**src/rtl/membus_arb_pkg.sv**
```systemverilog
// membus_arb shared types: bus widths, arbiter state, owner ids and
// the latched bus request bundle.
package membus_arb_pkg;

    localparam int W_ADDR = 32;
    localparam int W_DATA = 32;

    typedef enum logic [1:0] {
        S_IDLE,
        S_ADDR,
        S_DATA
    } arb_state_t;

    localparam logic ARB_I = 1'b0;
    localparam logic ARB_D = 1'b1;

    typedef struct packed {
        logic [W_ADDR-1:0] addr;
        logic [W_DATA-1:0] wdata;
        logic [3:0]        wstrb;
    } bus_req_t;

endpackage

```
**src/rtl/membus_arb_if.sv**
```systemverilog
// membus_arb_if: pipeline fetch/data ports plus the shared memory bus.
// slave = arbiter view, master = pipeline + memory environment view.
interface membus_arb_if;
    import membus_arb_pkg::*;

    logic              i_en;
    logic [W_ADDR-1:0] i_addr;
    logic [W_DATA-1:0] i_rdata;
    logic              i_stall;
    logic              d_en;
    logic [3:0]        d_we;
    logic [W_ADDR-1:0] d_addr;
    logic [W_DATA-1:0] d_wdata;
    logic [W_DATA-1:0] d_rdata;
    logic              d_stall;
    logic              pipe_adv;
    logic              bus_req;
    logic              bus_wr;
    logic [3:0]        bus_wstrb;
    logic [W_ADDR-1:0] bus_addr;
    logic [W_DATA-1:0] bus_wdata;
    logic              bus_addr_ok;
    logic              bus_data_ok;
    logic [W_DATA-1:0] bus_rdata;

    modport slave (
        input  i_en, i_addr, d_en, d_we, d_addr, d_wdata, pipe_adv,
        input  bus_addr_ok, bus_data_ok, bus_rdata,
        output i_rdata, i_stall, d_rdata, d_stall,
        output bus_req, bus_wr, bus_wstrb, bus_addr, bus_wdata
    );

    modport master (
        output i_en, i_addr, d_en, d_we, d_addr, d_wdata, pipe_adv,
        output bus_addr_ok, bus_data_ok, bus_rdata,
        input  i_rdata, i_stall, d_rdata, d_stall,
        input  bus_req, bus_wr, bus_wstrb, bus_addr, bus_wdata
    );

endinterface

```
**src/rtl/membus_arb_port.sv**
```systemverilog
// membus_arb_port: one pipeline port's served flag, result buffer, stall.
// Ports: clk, rst, en_i, adv_i (retire), done_i (completion), rdata_i -> stall_o, rdata_o.
module membus_arb_port
    import membus_arb_pkg::*;
(
    input  logic              clk,
    input  logic              rst,
    input  logic              en_i,
    input  logic              adv_i,
    input  logic              done_i,
    input  logic [W_DATA-1:0] rdata_i,
    output logic              stall_o,
    output logic [W_DATA-1:0] rdata_o
);

    logic              served_q, served_d;
    logic [W_DATA-1:0] buf_q, buf_d;

    always_comb begin
        served_d = served_q;
        buf_d    = buf_q;
        if (adv_i) served_d = 1'b0;
        // an in-flight completion still lands even if the pipe advanced
        if (done_i) begin
            served_d = 1'b1;
            buf_d    = rdata_i;
        end
    end

    always_ff @(posedge clk) begin
        if (rst) begin
            served_q <= 1'b0;
            buf_q    <= '0;
        end else begin
            served_q <= served_d;
            buf_q    <= buf_d;
        end
    end

    assign stall_o = en_i & ~served_q;
    assign rdata_o = buf_q;

endmodule

```
**src/rtl/membus_arb.sv**
```systemverilog
// membus_arb: shares one SRAM-style bus between fetch and data ports.
// Ports: clk, rst (sync, active-high), bus (membus_arb_if.slave).
// MEMARB_RR_EN: alternate grants when both ports pend (else data wins).
module membus_arb
    import membus_arb_pkg::*;
(
    input  logic         clk,
    input  logic         rst,
    membus_arb_if.slave  bus
);

    arb_state_t state_q, state_d;
    logic       owner_q, owner_d;
    bus_req_t   req_q, req_d;
    logic       i_pend, d_pend, grant, win;
    logic       i_done, d_done;

    // pending == stalling: enabled and not yet served
    assign i_pend = bus.i_stall;
    assign d_pend = bus.d_stall;
    assign grant  = (state_q == S_IDLE) & (i_pend | d_pend);

`ifdef MEMARB_RR_EN
    logic last_q;

    always_comb begin
        win = d_pend ? ARB_D : ARB_I;
        if (i_pend && d_pend) win = ~last_q;
    end

    always_ff @(posedge clk) begin
        if (rst) last_q <= ARB_I;
        else if (grant) last_q <= win;
    end
`else
    always_comb begin
        win = d_pend ? ARB_D : ARB_I;
    end
`endif

    always_comb begin
        state_d = state_q;
        owner_d = owner_q;
        req_d   = req_q;
        unique case (state_q)
            S_IDLE: begin
                if (grant) begin
                    owner_d = win;
                    state_d = S_ADDR;
                    if (win == ARB_D) begin
                        req_d.addr  = bus.d_addr;
                        req_d.wdata = bus.d_wdata;
                        req_d.wstrb = bus.d_we;
                    end else begin
                        req_d.addr  = bus.i_addr;
                        req_d.wdata = '0;
                        req_d.wstrb = 4'b0000;
                    end
                end
            end
            S_ADDR: if (bus.bus_addr_ok) state_d = S_DATA;
            S_DATA: if (bus.bus_data_ok) state_d = S_IDLE;
            default: state_d = S_IDLE;
        endcase
    end

    always_ff @(posedge clk) begin
        if (rst) begin
            state_q <= S_IDLE;
            owner_q <= ARB_I;
            req_q   <= '0;
        end else begin
            state_q <= state_d;
            owner_q <= owner_d;
            req_q   <= req_d;
        end
    end

    assign i_done = (state_q == S_DATA) & bus.bus_data_ok & (owner_q == ARB_I);
    assign d_done = (state_q == S_DATA) & bus.bus_data_ok & (owner_q == ARB_D);

    assign bus.bus_req   = (state_q == S_ADDR);
    assign bus.bus_wr    = |req_q.wstrb;
    assign bus.bus_wstrb = req_q.wstrb;
    assign bus.bus_addr  = req_q.addr;
    assign bus.bus_wdata = req_q.wdata;

    membus_arb_port u_iport (
        .clk     (clk),
        .rst     (rst),
        .en_i    (bus.i_en),
        .adv_i   (bus.pipe_adv),
        .done_i  (i_done),
        .rdata_i (bus.bus_rdata),
        .stall_o (bus.i_stall),
        .rdata_o (bus.i_rdata)
    );

    membus_arb_port u_dport (
        .clk     (clk),
        .rst     (rst),
        .en_i    (bus.d_en),
        .adv_i   (bus.pipe_adv),
        .done_i  (d_done),
        .rdata_i (bus.bus_rdata),
        .stall_o (bus.d_stall),
        .rdata_o (bus.d_rdata)
    );

endmodule
```
**src/flat_wrapper.sv**
```systemverilog
// flat-port wrapper written by rule: the top's interface ports become plain ports
module membus_arb_flat import membus_arb_pkg::*;
  (clk, rst, bus_i_en, bus_i_addr, bus_d_en, bus_d_we, bus_d_addr, bus_d_wdata, bus_pipe_adv, bus_bus_addr_ok, bus_bus_data_ok, bus_bus_rdata, bus_i_rdata, bus_i_stall, bus_d_rdata, bus_d_stall, bus_bus_req, bus_bus_wr, bus_bus_wstrb, bus_bus_addr, bus_bus_wdata);
  membus_arb_if bus_i ();
  input  logic clk;
  input  logic rst;
  input wire logic [$bits(bus_i.i_en)-1:0] bus_i_en;
  input wire logic [$bits(bus_i.i_addr)-1:0] bus_i_addr;
  input wire logic [$bits(bus_i.d_en)-1:0] bus_d_en;
  input wire logic [$bits(bus_i.d_we)-1:0] bus_d_we;
  input wire logic [$bits(bus_i.d_addr)-1:0] bus_d_addr;
  input wire logic [$bits(bus_i.d_wdata)-1:0] bus_d_wdata;
  input wire logic [$bits(bus_i.pipe_adv)-1:0] bus_pipe_adv;
  input wire logic [$bits(bus_i.bus_addr_ok)-1:0] bus_bus_addr_ok;
  input wire logic [$bits(bus_i.bus_data_ok)-1:0] bus_bus_data_ok;
  input wire logic [$bits(bus_i.bus_rdata)-1:0] bus_bus_rdata;
  output wire logic [$bits(bus_i.i_rdata)-1:0] bus_i_rdata;
  output wire logic [$bits(bus_i.i_stall)-1:0] bus_i_stall;
  output wire logic [$bits(bus_i.d_rdata)-1:0] bus_d_rdata;
  output wire logic [$bits(bus_i.d_stall)-1:0] bus_d_stall;
  output wire logic [$bits(bus_i.bus_req)-1:0] bus_bus_req;
  output wire logic [$bits(bus_i.bus_wr)-1:0] bus_bus_wr;
  output wire logic [$bits(bus_i.bus_wstrb)-1:0] bus_bus_wstrb;
  output wire logic [$bits(bus_i.bus_addr)-1:0] bus_bus_addr;
  output wire logic [$bits(bus_i.bus_wdata)-1:0] bus_bus_wdata;
  assign bus_i.i_en = bus_i_en;
  assign bus_i.i_addr = bus_i_addr;
  assign bus_i.d_en = bus_d_en;
  assign bus_i.d_we = bus_d_we;
  assign bus_i.d_addr = bus_d_addr;
  assign bus_i.d_wdata = bus_d_wdata;
  assign bus_i.pipe_adv = bus_pipe_adv;
  assign bus_i.bus_addr_ok = bus_bus_addr_ok;
  assign bus_i.bus_data_ok = bus_bus_data_ok;
  assign bus_i.bus_rdata = bus_bus_rdata;
  assign bus_i_rdata = bus_i.i_rdata;
  assign bus_i_stall = bus_i.i_stall;
  assign bus_d_rdata = bus_i.d_rdata;
  assign bus_d_stall = bus_i.d_stall;
  assign bus_bus_req = bus_i.bus_req;
  assign bus_bus_wr = bus_i.bus_wr;
  assign bus_bus_wstrb = bus_i.bus_wstrb;
  assign bus_bus_addr = bus_i.bus_addr;
  assign bus_bus_wdata = bus_i.bus_wdata;
  membus_arb u_core (.clk(clk), .rst(rst), .bus(bus_i));
endmodule
```
**config.mk**
```make
export PLATFORM = sky130hd
export DESIGN_NAME = membus_arb_flat
export DESIGN_NICKNAME = d
export VERILOG_FILES = /design/src/rtl/membus_arb_pkg.sv /design/src/rtl/membus_arb_if.sv /design/src/rtl/membus_arb_port.sv /design/src/rtl/membus_arb.sv /design/src/flat_wrapper.sv
export SDC_FILE = /design/constraint.sdc
export NUM_CORES = 1
export LEC_CHECK = 0
export ABC_AREA = 1
export CORE_ASPECT_RATIO = 0.5
export CORE_UTILIZATION = 41
export DETAILED_ROUTE_END_ITERATION = 12
export PLACE_DENSITY = 0.8
export SLEW_MARGIN = 10
export SYNTH_ARGS = -nofsm -noshare
export SYNTH_HDL_FRONTEND = slang
export SYNTH_SLANG_ARGS = --single-unit
```
**constraint.sdc**
```tcl
create_clock -name clk -period 1.6 [get_ports clk]
set_input_delay 0.32 -clock clk [delete_from_list [all_inputs] [get_ports clk]]
set_output_delay 0.32 -clock clk [all_outputs]
set_load 0.01 [all_outputs]
```
==> run summary <==
Outcome -> completed
Area of the multi-input gates -> 0.002471 mm^2
Worst-path cell chain -> nor2_1 -> nand2_1 -> dlygate4sd2_1
Total leakage power -> 4.746 nW
Clock skew -> 10.18 ps
TritonCTS buffer count -> 17
End point of the critical path -> bus_bus_wr
Number of synthesized flops with an enable pin -> 0
Inst Count DP -> 1286
Post-synthesis compound-gate area fraction -> 6.156%
Area grow syn2layout -> 59.58%
Cell Area, Synth -> 0.005853 mm^2
Commonest cells post-synth -> 305 x nand2_1, 137 x dfxtp_1, 135 x nor2_1
CTS tree -> yes
Pre-CTS setup slack -> -367.9 ps
Yosys top cell area share -> 46.86%
Root Driver -> clkbuf_16
Post-route insts no fill -> 1318
TritonCTS sink count -> 137
DRT Pass-1 Iters -> 5
Largest family of logic cells by synthesized area -> simple AND/OR/NAND/NOR gates
Gp weighted congestion -> 0.7947
Leading area contributor after synthesis -> dfxtp_1
P per Cell Area -> 1067 mW/mm^2
# rows -> 30
Most frequent cell after synthesis -> nand2_1
Post-synth net total -> 995
Seq cells post-synth -> 137
Mux contribution to synthesized area -> 0%
Count of pins over their slew limit -> 0
Highest Clock Rate -> 659.9 MHz
First-pass GRT wire length -> 28030 um
Synth Instances -> 856
Slew @ Worst Pin -> 362.5 ps
Tcrit/Tclk final -> 94.71%
Vias -> 6237
Ratio of cells with drive above 1 in the final layout -> 6.039%
Hold Slack -> 188.5 ps
DP Wirelength -> 12540 um
Layout Utilization -> 67.99%
Initial antenna violation count -> 1
Initial drt markers -> 422
Worst r2r path cells -> 9
Slowest cell delay on critical path -> 320 ps
CP max-delay cell -> dfxtp_1
Dominant cells by area after synthesis -> dfxtp_1 47%, nand2_1 20%, nor2_1 8.7%, nand4_1 6.8%, a21oi_1 6.2%
Net count, final -> 1252
Fillers -> 1177
CP Capture Type -> output port
Hold-fix buffers at CTS -> 0
Minimum clock period -> 1515 ps
Routed vias/inst -> 4.732
Worst hold path class -> input port to flip-flop
Register area share after synthesis -> 46.86%
Crit path from -> u_core.bus.bus_wstrb[1]
CTS clk-pin slew, worst paths -> 60 ps
WL/cell -> 13.49 um
Die span in y -> 86.49 um
Endpoints failing setup -> 0
Number of global-route vias before repair -> 5894
Area post-placement -> 0.008760 mm^2
Yosys warns -> 0
CTS Buffer Depth -> 2
R2R Setup Slk -> 130 ps
Core ar. -> 0.01374 mm^2
Top_reg_cell synth -> dfxtp_1
Total track usage -> 23.87%
RSZ-0062 raised after global routing -> false
CP Class -> flip-flop to output port
Max Cap Viol -> 0
DRC viols -> 0
Post-synthesis cell type count -> 17
Average cell area after synthesis -> 6.838 um^2
Overflow after GRT -> 0
Buffers on Ports -> 274
Setup slack after layout -> 84.59 ps
Startpoint types -> flip-flop
Post-Route WL -> 17780 um
VDD IR max -> 0.6837 mV
Num ports -> 275
Post-Synth Adder-Cell Area -> 0%
Die W -> 171.0 um
Synth Area in Simple Gates -> 35.85%
Crit-path max FO -> 3
Pin count of the biggest net entering global routing -> 71
Synth Area in XOR/XNOR -> 0%
Starting Density -> 42.60%
Count of final hold-check violations -> 0
Worst slew margin -> 75.83%
Req. time, crit path -> 1280 ps
Final Cell Area -> 0.009340 mm^2
Die area -> 0.01479 mm^2
Clock latency on the worst-skew pair -> 410 ps
R2R Path End -> u_core.bus.bus_addr[3]
Diode count -> 0
Post-synth ARST share -> 0%
Reg area -> 0.002743 mm^2
R2R Path Start -> u_core.u_dport.served_q
Worst EP arrival -> 1200 ps
Antenna viol nets, final -> 0
H-tree lvl count -> 4
[repair_timing]
item | in CTS | in global routing
setup buffers | 0 | 0
setup endpoints to repair | 122 | 84
gates resized for setup | 124 | 19
cloned | 0 | 0
[layout by cell type, fill, tap and decap left out, types with 2 or more instances in the layout]
cell,count
a21oi_1,72
buf_12,8
buf_2,2
buf_4,16
bufinv_16,7
clkbuf_16,17
clkbuf_2,2
clkdlybuf4s50_1,136
clkinv_4,3
clkinvlp_4,2
dfxtp_1,137
dlygate4sd2_1,120
dlymetal6s2s_1,14
inv_1,74
inv_2,2
inv_6,2
nand2_1,304
nand4_1,64
nor2_1,135
nor2_4,3
[state kept, by name (all words and copies together) (netlist names)]
name                     flops
u_core.owner_q               1
u_core.bus.bus_wstrb         4
u_core.bus.bus_wdata        32
u_core.u_iport.served_q      1
u_core.u_dport.rdata_o      32
u_core.u_iport.rdata_o      32
u_core.state_q               2
u_core.u_dport.served_q      1
u_core.bus.bus_addr         32
[layer usage]
metal | vias up | track usage [%] | routed length, um
li1 | 3172 | - | -
met1 | 2836 | 27.37 | 7434
met2 | 195 | 43.64 | 8935
met3 | 34 | 4.932 | 931
met4 | 0 | 9.903 | 478
met5 | - | 0 | 0
[where the power goes]
group / internal (W) / leakage [nW] / switching [W] / total, W
registers: 0.00360 / 1.12 / 0.0000995 / 0.00370
clock network: 0.00310 / 0.331 / 0.00154 / 0.00464
logic: 0.000775 / 3.30 / 0.000843 / 0.00162
[critical path: cells and delay by family, from the launching register on]
| family | cells | cell delay, ps |
|---|---|---|
| and+or+nand+nor | 2 | 180 |
| DFF | 1 | 320 |
| buffers and inverters | 1 | 300 |
[cells by family (layout without fill, tap and decap cells)]
logic type	count (synthesis)	in the layout
buf+inv	137	407
simple gates	510	510
compound gates	72	72
flops	137	137
[per-stage QoR]
stage          power, W  TNS (ps)
5_1_grt         0.01038         0
4_1_cts         0.01004    -7.113
2_1_floorplan  0.004599         0
3_5_place_dp   0.005525    -22810
6_report       0.009963         0
3_3_place_gp   0.005484    -20390
[worst min-delay path by stage]
stage                                      endpoint  cells after the start                       from
final                      u_core.bus.bus_wdata[27]                      2                        rst
after global routing       u_core.bus.bus_wdata[28]                      2                        rst
after CTS                  u_core.bus.bus_wdata[28]                      2                        rst
after detailed placement  u_core.u_dport.rdata_o[9]                      2  u_core.u_dport.rdata_o[9]
after global placement     u_core.bus.bus_wdata[22]                      2   u_core.bus.bus_wdata[22]
after floorplan             u_core.bus.bus_wdata[0]                      2             bus_d_wdata[0]
[area by class of cell]
type	count	area share, %
Inverter	76	3.054
Sequential cell	137	29.36
Tap cell	192	2.572
Multi-Input combinational cell	582	26.46
Clock buffer	18	4.595
Clock inverter	14	2.880
Timing Repair Buffer	299	31.08
No activity file was read; power rests on OpenSTA's default activity.
